### src/rtl/packet_parser_stream.sv
// packet_parser_stream
//   Splits wide input lines into a stream of ELEM_W-bit elements through an
//   output FIFO. Each line carries up to NUM_ELEM elements packed from the LSB.
//   A single marker bit at position n*ELEM_W, with every bit above it clear,
//   gives the element count n. Lines with no valid marker are dropped and
//   counted.
//
//   Optional feature: define PACKET_PARSER_CLEAR_CMD_EN to treat a line whose
//   low (NUM_ELEM-2)*ELEM_W bits are all ones as a clear command. Such a line
//   emits one word {clear=1, last=0, data=argument}.
//
// Ports
//   clk        sole clock, rising edge
//   rst        synchronous active-high reset
//   rx_TDATA   input line: NUM_ELEM elements plus end marker bit
//   rx_TVALID  input line valid
//   rx_TREADY  input line accepted when high together with rx_TVALID
//   tx_TDATA   output word {clear, last, data}
//   tx_TVALID  output word valid
//   tx_TREADY  downstream ready
//   drop_cnt   dropped-line counter, saturating at 16'hFFFF
module packet_parser_stream #(
  parameter int ELEM_W         = 32,
  parameter int NUM_ELEM       = 16,
  parameter int FIFO_ADDR_BITS = 4,
  parameter int CLEAR_ARG_LSB  = 480,
  parameter int CLEAR_ARG_W    = 16
) (
  input  logic                       clk,
  input  logic                       rst,
  input  logic [NUM_ELEM*ELEM_W:0]   rx_TDATA,
  input  logic                       rx_TVALID,
  output logic                       rx_TREADY,
  output logic [ELEM_W+1:0]          tx_TDATA,
  output logic                       tx_TVALID,
  input  logic                       tx_TREADY,
  output logic [15:0]                drop_cnt
);

  localparam int PAY_W  = NUM_ELEM * ELEM_W;
  localparam int CNT_W  = $clog2(NUM_ELEM + 1);
  localparam int DEPTH  = 1 << FIFO_ADDR_BITS;
  localparam int WORD_W = ELEM_W + 2;

  typedef enum logic {IDLE, EMIT} state_t;

  state_t state_q, state_d;

  // Held line: shifted down one element per FIFO write, so the element being
  // emitted is always in the low ELEM_W bits.
  logic [PAY_W-1:0] line_q;
  logic [CNT_W-1:0] rem_q;
  logic             clr_q;

  // ---------------------------------------------------------------------------
  // Line decode
  // ---------------------------------------------------------------------------
  logic [CNT_W-1:0]       line_n;
  logic                   seen;
  logic                   is_clear;
  logic [CLEAR_ARG_W-1:0] clear_arg;
  logic                   line_ok;
  logic [PAY_W-1:0]       load_pay;
  logic [CNT_W-1:0]       load_n;

  // Priority-encode the highest set bit; the line is valid only if that bit
  // sits exactly on an element boundary at or above ELEM_W.
  always_comb begin
    // NOTE: every combinational output gets a default first so no path leaves it unassigned (no latch).
    line_n = '0;
    seen   = 1'b0;
    for (int b = PAY_W; b >= ELEM_W; b--) begin
      if (!seen && rx_TDATA[b]) begin
        seen = 1'b1;
        if (b % ELEM_W == 0) line_n = CNT_W'(b / ELEM_W);
      end
    end
  end

`ifdef PACKET_PARSER_CLEAR_CMD_EN
  assign is_clear = &rx_TDATA[(NUM_ELEM-2)*ELEM_W-1:0];
`else
  assign is_clear = 1'b0;
`endif

  assign clear_arg = rx_TDATA[CLEAR_ARG_LSB +: CLEAR_ARG_W];
  assign line_ok   = is_clear || (line_n != '0);
  // A clear command is emitted as a one-element line carrying its argument.
  assign load_pay  = is_clear ? PAY_W'(clear_arg) : rx_TDATA[PAY_W-1:0];
  assign load_n    = is_clear ? CNT_W'(1) : line_n;

  // ---------------------------------------------------------------------------
  // Parser FSM
  // ---------------------------------------------------------------------------
  logic ready_int;
  logic accept;
  logic push;
  logic fifo_full;

  always_ff @(posedge clk) begin
    // NOTE: sequential state uses non-blocking assignments so every flop samples pre-edge values.
    if (rst) state_q <= IDLE;
    else     state_q <= state_d;
  end

  always_comb begin
    state_d   = state_q;
    ready_int = 1'b0;
    push      = 1'b0;
    case (state_q)
      IDLE: ready_int = 1'b1;
      EMIT: begin
        if (!fifo_full) begin
          push = 1'b1;
          // The final element's write cycle also accepts the next line.
          if (rem_q == CNT_W'(1)) begin
            ready_int = 1'b1;
            state_d   = IDLE;
          end
        end
      end
      default: state_d = IDLE;
    endcase
    if (accept && line_ok) state_d = EMIT;
  end

  assign rx_TREADY = ready_int && !rst;
  assign accept    = rx_TREADY && rx_TVALID;

  always_ff @(posedge clk) begin
    if (rst) begin
      line_q   <= '0;
      rem_q    <= '0;
      clr_q    <= 1'b0;
      drop_cnt <= '0;
    end else begin
      if (accept && line_ok) begin
        line_q <= load_pay;
        rem_q  <= load_n;
        clr_q  <= is_clear;
      end else if (push) begin
        line_q <= line_q >> ELEM_W;
        rem_q  <= rem_q - CNT_W'(1);
      end
      if (accept && !line_ok && drop_cnt != 16'hFFFF) drop_cnt <= drop_cnt + 16'd1;
    end
  end

  // ---------------------------------------------------------------------------
  // Output FIFO: DEPTH-entry memory followed by a registered head word
  // ---------------------------------------------------------------------------
  logic [WORD_W-1:0]         mem [DEPTH];
  logic [FIFO_ADDR_BITS-1:0] wr_ptr, rd_ptr;
  logic [FIFO_ADDR_BITS:0]   count;
  logic                      mem_pop;
  logic                      out_valid;
  logic [WORD_W-1:0]         out_data;
  logic [WORD_W-1:0]         push_word;

  assign push_word = {clr_q, !clr_q && (rem_q == CNT_W'(1)), line_q[ELEM_W-1:0]};
  // Refill the head register whenever it is empty or being consumed.
  assign mem_pop   = (count != '0) && (!out_valid || tx_TREADY);
  // A pop in the same cycle frees a slot, so a full memory can still accept.
  assign fifo_full = (count == (FIFO_ADDR_BITS+1)'(DEPTH)) && !mem_pop;

  // NOTE: the storage array is not reset; only pointers and count need a defined value.
  always_ff @(posedge clk) begin
    if (push) mem[wr_ptr] <= push_word;
  end

  always_ff @(posedge clk) begin
    if (rst) begin
      wr_ptr    <= '0;
      rd_ptr    <= '0;
      count     <= '0;
      out_valid <= 1'b0;
      out_data  <= '0;
    end else begin
      if (push) wr_ptr <= wr_ptr + 1'b1;
      if (mem_pop) begin
        rd_ptr    <= rd_ptr + 1'b1;
        out_data  <= mem[rd_ptr];
        out_valid <= 1'b1;
      end else if (tx_TREADY) begin
        out_valid <= 1'b0;
      end
      case ({push, mem_pop})
        2'b10:   count <= count + 1'b1;
        2'b01:   count <= count - 1'b1;
        default: count <= count;
      endcase
    end
  end

  assign tx_TDATA  = out_data;
  assign tx_TVALID = out_valid;

endmodule

### config.mk
export PLATFORM = sky130hd
export DESIGN_NAME = packet_parser_stream
export DESIGN_NICKNAME = d
export VERILOG_FILES = /design/src/rtl/packet_parser_stream.sv
export SDC_FILE = /design/constraint.sdc
export NUM_CORES = 2
export LEC_CHECK = 0
export BUFFER_PORTS_ARGS = -buffer_cell sky130_fd_sc_hd__buf_2
export CORE_MARGIN = 2
export CORE_UTILIZATION = 55
export CTS_CLUSTER_SIZE = 28
export DETAILED_ROUTE_END_ITERATION = 8
export GPL_TIMING_DRIVEN = 1
export PLACE_DENSITY = 0.79
export SYNTH_ARGS = -nofsm -noshare
export SYNTH_HDL_FRONTEND = slang
export SYNTH_SLANG_ARGS = --single-unit
export TNS_END_PERCENT = 30
### constraint.sdc
create_clock -name clk -period 6.01 [get_ports clk]
set_input_delay 0.3005 -clock clk [delete_from_list [all_inputs] [get_ports clk]]
set_output_delay 0.3005 -clock clk [all_outputs]
set_load 0.02 [all_outputs]
Word-level counts from Yosys, hierarchy flattened
Memories as Yosys holds them, arrays and structs flattened. A register that Yosys moved wholly into a read port is not among the register bits.
Cells that the tools add are included.
W data, S select, Z words.
- input port bits: 517
- memories kept: 1
- output and inout port bits: 52
- memory bits (writable): 528
- register bits: 582
- reduce and logical (&&, ||, !) cells: 977
- mux-type cells: 514
- bitwise operators: 1
- equal/unequal tests: 5
- $add $sub $neg: 6
- memory list (name ; words ; width ; rd ports ; clocked after memory_dff ; wr ports ; line ; text):
    mem ; 16 ; 33 ; 1 ; 1 ; 1 ; 152 ; logic [WORD_W-1:0] mem [DEPTH];
- operators by type and width (operator ; count):
    $mux W512 ; 2
    $mux W1 ; 492
    $logic_and A1 B1 Y1 ; 487
    $logic_not A1 Y1 ; 484
    $mux W5 ; 18
    $add A16 B1 Y16 const B ; 1
    $ne A16 B16 Y1 const B ; 1
    $pmux W5 S2 ; 1
    $reduce_bool A5 Y1 ; 2
    $sub A5 B1 Y5 const B ; 2
    $add A4 B1 Y4 const B ; 2
    $reduce_bool A2 Y1 ; 3
    $add A5 B1 Y5 const B ; 1
    $eq A5 B1 Y1 const B ; 1
    $eq A5 B5 Y1 const B ; 1
    $eq A2 B1 Y1 const B ; 1
    $eq A2 B2 Y1 const B ; 1
    $pmux W1 S2 ; 1
    $logic_or A1 B1 Y1 ; 1
    $not A1 Y1 ; 1

Depth between registers and ports, before layout
- word-level depth: 1445
- gate-level depth with buffers: 15
- depth with buffers taken out: 13

Least setup slack after synthesis
OpenSTA, ideal clock, no wires.
- kind: register -> register
- start: reg count[0]
- end: mem mem[0][0] (netlist name) (enable)
- library setup time: 464 ps
- stages on the path, launching flop included: 9
- path slack: 1536 ps
- arrival time: 4010 ps
- path through: dfxtp_1 -> or4_1 -> or3_1 -> and2_1 -> clkbuf_1 -> clkbuf_1 -> clkbuf_1 -> nand2_1 -> nor3_1
- longest elaborated chain between the ends: 8
- RTL lines (what ; line ; text):
    start, declared ; 154 ; logic [FIFO_ADDR_BITS:0] count;
    start signal, assigned ; 188 ; 2'b10: count <= count + 1'b1;
    start signal, assigned ; 189 ; 2'b01: count <= count - 1'b1;
    start signal, assigned ; 190 ; default: count <= count;
    $reduce_bool A5 Y1 ; 162 ; assign mem_pop = (count != '0) && (!out_valid || tx_TREADY);
    $logic_and A1 B1 Y1 ; 162 ;
    $logic_not A1 Y1 ; 164 ; assign fifo_full = (count == (FIFO_ADDR_BITS+1)'(DEPTH)) && !mem_pop;
    $logic_and A1 B1 Y1 (*) ; 164 ;
    $mux W1 (*) ; 113 ; if (!fifo_full) begin
    $mux W1 (*) ; 110 ; case (state_q)
    $mux W1 (*) ; 168 ; if (push) mem[wr_ptr] <= push_word;
    $mux W1 (not written as such) (*) ; 168 ;
    end, declared ; 152 ;
Mark *: on every way between the ends. The rest lies on a longest branch, timed or not.

Worst setup path in the final report
- start: in rx_TDATA[70]
- end: reg line_q[58]
- longest elaborated chain between the ends: 119
- RTL lines (what ; line ; text):
    start, declared ; 31 ; input logic [NUM_ELEM*ELEM_W:0] rx_TDATA,
    $logic_and A1 B1 Y1 (*) ; 73 ; if (!seen && rx_TDATA[b]) begin
    $mux W1 (*) ; 73 ;
    $logic_not A1 Y1 ; 73 ;
    $logic_and A1 B1 Y1 ; 73 ;
    $mux W1 (*) ; 73 ;
    $logic_not A1 Y1 ; 73 ;
    $logic_and A1 B1 Y1 ; 73 ;
    $mux W1 (*) ; 73 ;
    (+103 left out) ; n/a ;
    $logic_and A1 B1 Y1 ; 73 ;
    $mux W1 ; 73 ;
    $logic_not A1 Y1 ; 73 ;
    $logic_and A1 B1 Y1 ; 73 ;
    $mux W5 (*) ; 73 ;
    $reduce_bool A5 Y1 (*) ; 87 ; assign line_ok = is_clear || (line_n != '0);
    $logic_and A1 B1 Y1 (*) ; 137 ; if (accept && line_ok) begin
    $mux W512 or $reduce_bool A2 Y1 (tied branches) ; n/a ;
    end signal, assigned ; 138 ; line_q <= load_pay;
    end signal, assigned ; 142 ; line_q <= line_q >> ELEM_W;
    end, declared ; 51 ; logic [PAY_W-1:0] line_q;
Marked as above.
A chain may end at the register's enable or synchronous reset.

==> results.toml <==
[timing]
worstMarginPinSlew_ns = 1.47
fmax_ghz = 0.207
period_share_pct = 80.4
setup_viol = 0
fin_skew_ns = 0.0816
rsz0062_at_grt = "false"
fin_setup_tns_ns = 0
slew_violations = 0
finalHoldViolations = 0
min_period_ns = 4.83
slew_headroom_pct = 2.11

[global_route]
grt_pass1_vias = 40752
grt_overflow = 0
grt_pass1_wl_um = 265000
grt_max_degree = 226
track_usage_pct = 38.8
antenna_found_initial = 47

[critical_path]
arrival_ns = 5.43
worstPathRequired_ns = 6.61
endpoint_kind = "flip-flop"
path_max_fanout = 135
startpoint_type = "input port"
criticalPathCategory = "input port to flip-flop"

[synthesis]
synth-async-reset-ratio_pct = 0
netlist_top_cells_area = "edfxtp_1, dfxtp_1, mux2_4"
synthCells = 4063
synth-edff-count = 528
synth_top_area_share_pct = 32.0
ys_seq_area_share_pct = 55.5
synth_cell_types = 53
synth_flop_cell = "dfxtp_1"
synth_area_leader_cell = "edfxtp_1"
synthesis.nets = 4593
synth.cell_area_um2 = 49500
syn_area_per_cell_um2 = 12.2
synth_seq_cells = 1109
ys_warn_count = 0
yosysMostFrequentCell = "nand2_1"
synthTopCellsByCount = "nand2_1, dfxtp_1, a21oi_1, edfxtp_1, mux2_4"

[floorplanning]
die_area_um2 = 92500
dieHeight_um = 304
fp.coreArea_um2 = 89600
num_rows = 110
initial_core_util_pct = 55.3
die_x_um = 304
pin_count = 569

[clock_tree]
cts_setup_buffers = 0
ctsHoldBuffers = 507
numCtsBuffers = 112
cts_resized = 0
cts_tree = "yes"
htreeDepth = 3
clk_path_buf_depth = 3
cts.sinks = 1109
clock_latency_ns = 0.75
cts-root-buf = "clkbuf_16"
path_clk_slew_ns = 0.06

[route]
drt_wl_total_um = 181000
wl_per_cell_um = 28.6
routed_via_density = 6.37
drc_errors = 0
dr.pass1.iters = 8
ant_nets = 0
vias = 40272
drtIter0Drc = 5935

[place]
place.gp.congestion = 0.970
portBuffers = 567
dpl.hpwl_um = 103000
place_area_um2 = 52900

[layout]
nFillCells = 5547
nets = 5537
fin_util_pct = 69.2
final_cell_area_um2 = 62000
drive_above_1_share_pct = 29.6
areaGrowthSynthToFinish_pct = 25.2

[job]
max-cap-violations = 0

[power]
power.density_nw_per_um2 = 319
total_power_w = 0.0198
p_leak_nw = 24.0
irDropWorstVdd_mv = 0.249

[status]
outcome = "completed"

[hold_path]
hold_path.class = "input port to flip-flop"
-- state kept, by name, summed over array words and instances (netlist names) --
register	count
tx_TVALID	1
mem	528
count	5
drop_cnt	16
tx_TDATA	33
line_q	512
wr_ptr	4
rem_q	5
rd_ptr	4
state_q	1
-- metal layers --
metal | GRT usage, % | routed length, um | vias up
met4 | 27.8 | 16000 | 22
met1 | 44.1 | 60400 | 19166
met3 | 13.8 | 21700 | 1126
li1 | - | - | 16602
met2 | 60.7 | 82500 | 3356
met5 | 1.81 | 264 | -
-- through the flow --
step                      hold WS (ns)  cells  worst slack [ns]
after floorplan                  0.441   4063              1.54
after global placement           0.440   5562              1.35
after detailed placement         0.445   5562              1.30
after CTS                      0.00527   6281              1.47
after global routing            0.0286   6303              1.08
final                           0.0350   6324              1.18
-- layout make-up --
class                   instances  area [um2]  share of cell area, %
repair buffers               1117        8360                   13.5
clock buffers                 150        3170                   5.11
flip-flops and latches       1109       27500                   44.3
inverters                      14        60.1                 0.0968
multi-input cells            2653       20600                   33.2
well taps                    1176        1470                   2.37
clock inverters                62         743                   1.20
diodes                         43         108                  0.173
-- cells by family after synthesis --
logic type / synth area share, %
other cells: 0.00757
fa+ha+maj: 0.343
flops: 55.5
buf+inv: 3.09
simple gates: 11.9
xor+xnor: 0.247
mux: 23.1
compound gates: 5.82
-- cell usage in the layout, fill, tap and decap left out, types with 17 or more instances in the layout --
cell,n
a21oi_1,533
buf_2,566
buf_4,34
clkbuf_1,18
clkbuf_16,114
clkbuf_8,18
clkinv_2,21
dfxtp_1,578
diode_2,43
dlygate4sd3_1,507
edfxtp_1,528
mux2_2,54
mux2_4,469
mux4_2,165
nand2_1,1049
nand4_1,30
nor2_1,37
nor3_1,17
nor3b_1,33
nor4_1,121
-- critical path, cell delays in order --
cell	delay (ns)
dlygate4sd3_1	0.56
buf_2	0.16
nor4_1	1.04
nand4_1	0.21
nor2_1	0.48
o21ai_0	0.36
a2111oi_4	0.46
nor4b_2	0.17
a21o_4	0.48
buf_12	0.37
mux2_4	0.52
-- final timing paths --
check / start / endpoint / slack (ns) / cells after the start
worst min-delay path: rx_TDATA[34] / line_q[34] / 0.03 / 2
worst max-delay path: rx_TDATA[70] / line_q[58] / 1.18 / 11
worst max register to register: count[1] / count[4] / 1.76 / 13
worst min register to register: tx_TDATA[21] / tx_TDATA[21] / 0.45 / 2
-- power breakdown --
group | switching [W] | internal [W] | leakage [nW]
Clock | 0.00317 | 0.00421 | 1.90
Sequential | 0.000415 | 0.00830 | 9.71
Combinational | 0.00195 | 0.00176 | 12.4
Total | 0.00554 | 0.0143 | 24.0
No activity file was read; power rests on OpenSTA's default activity.
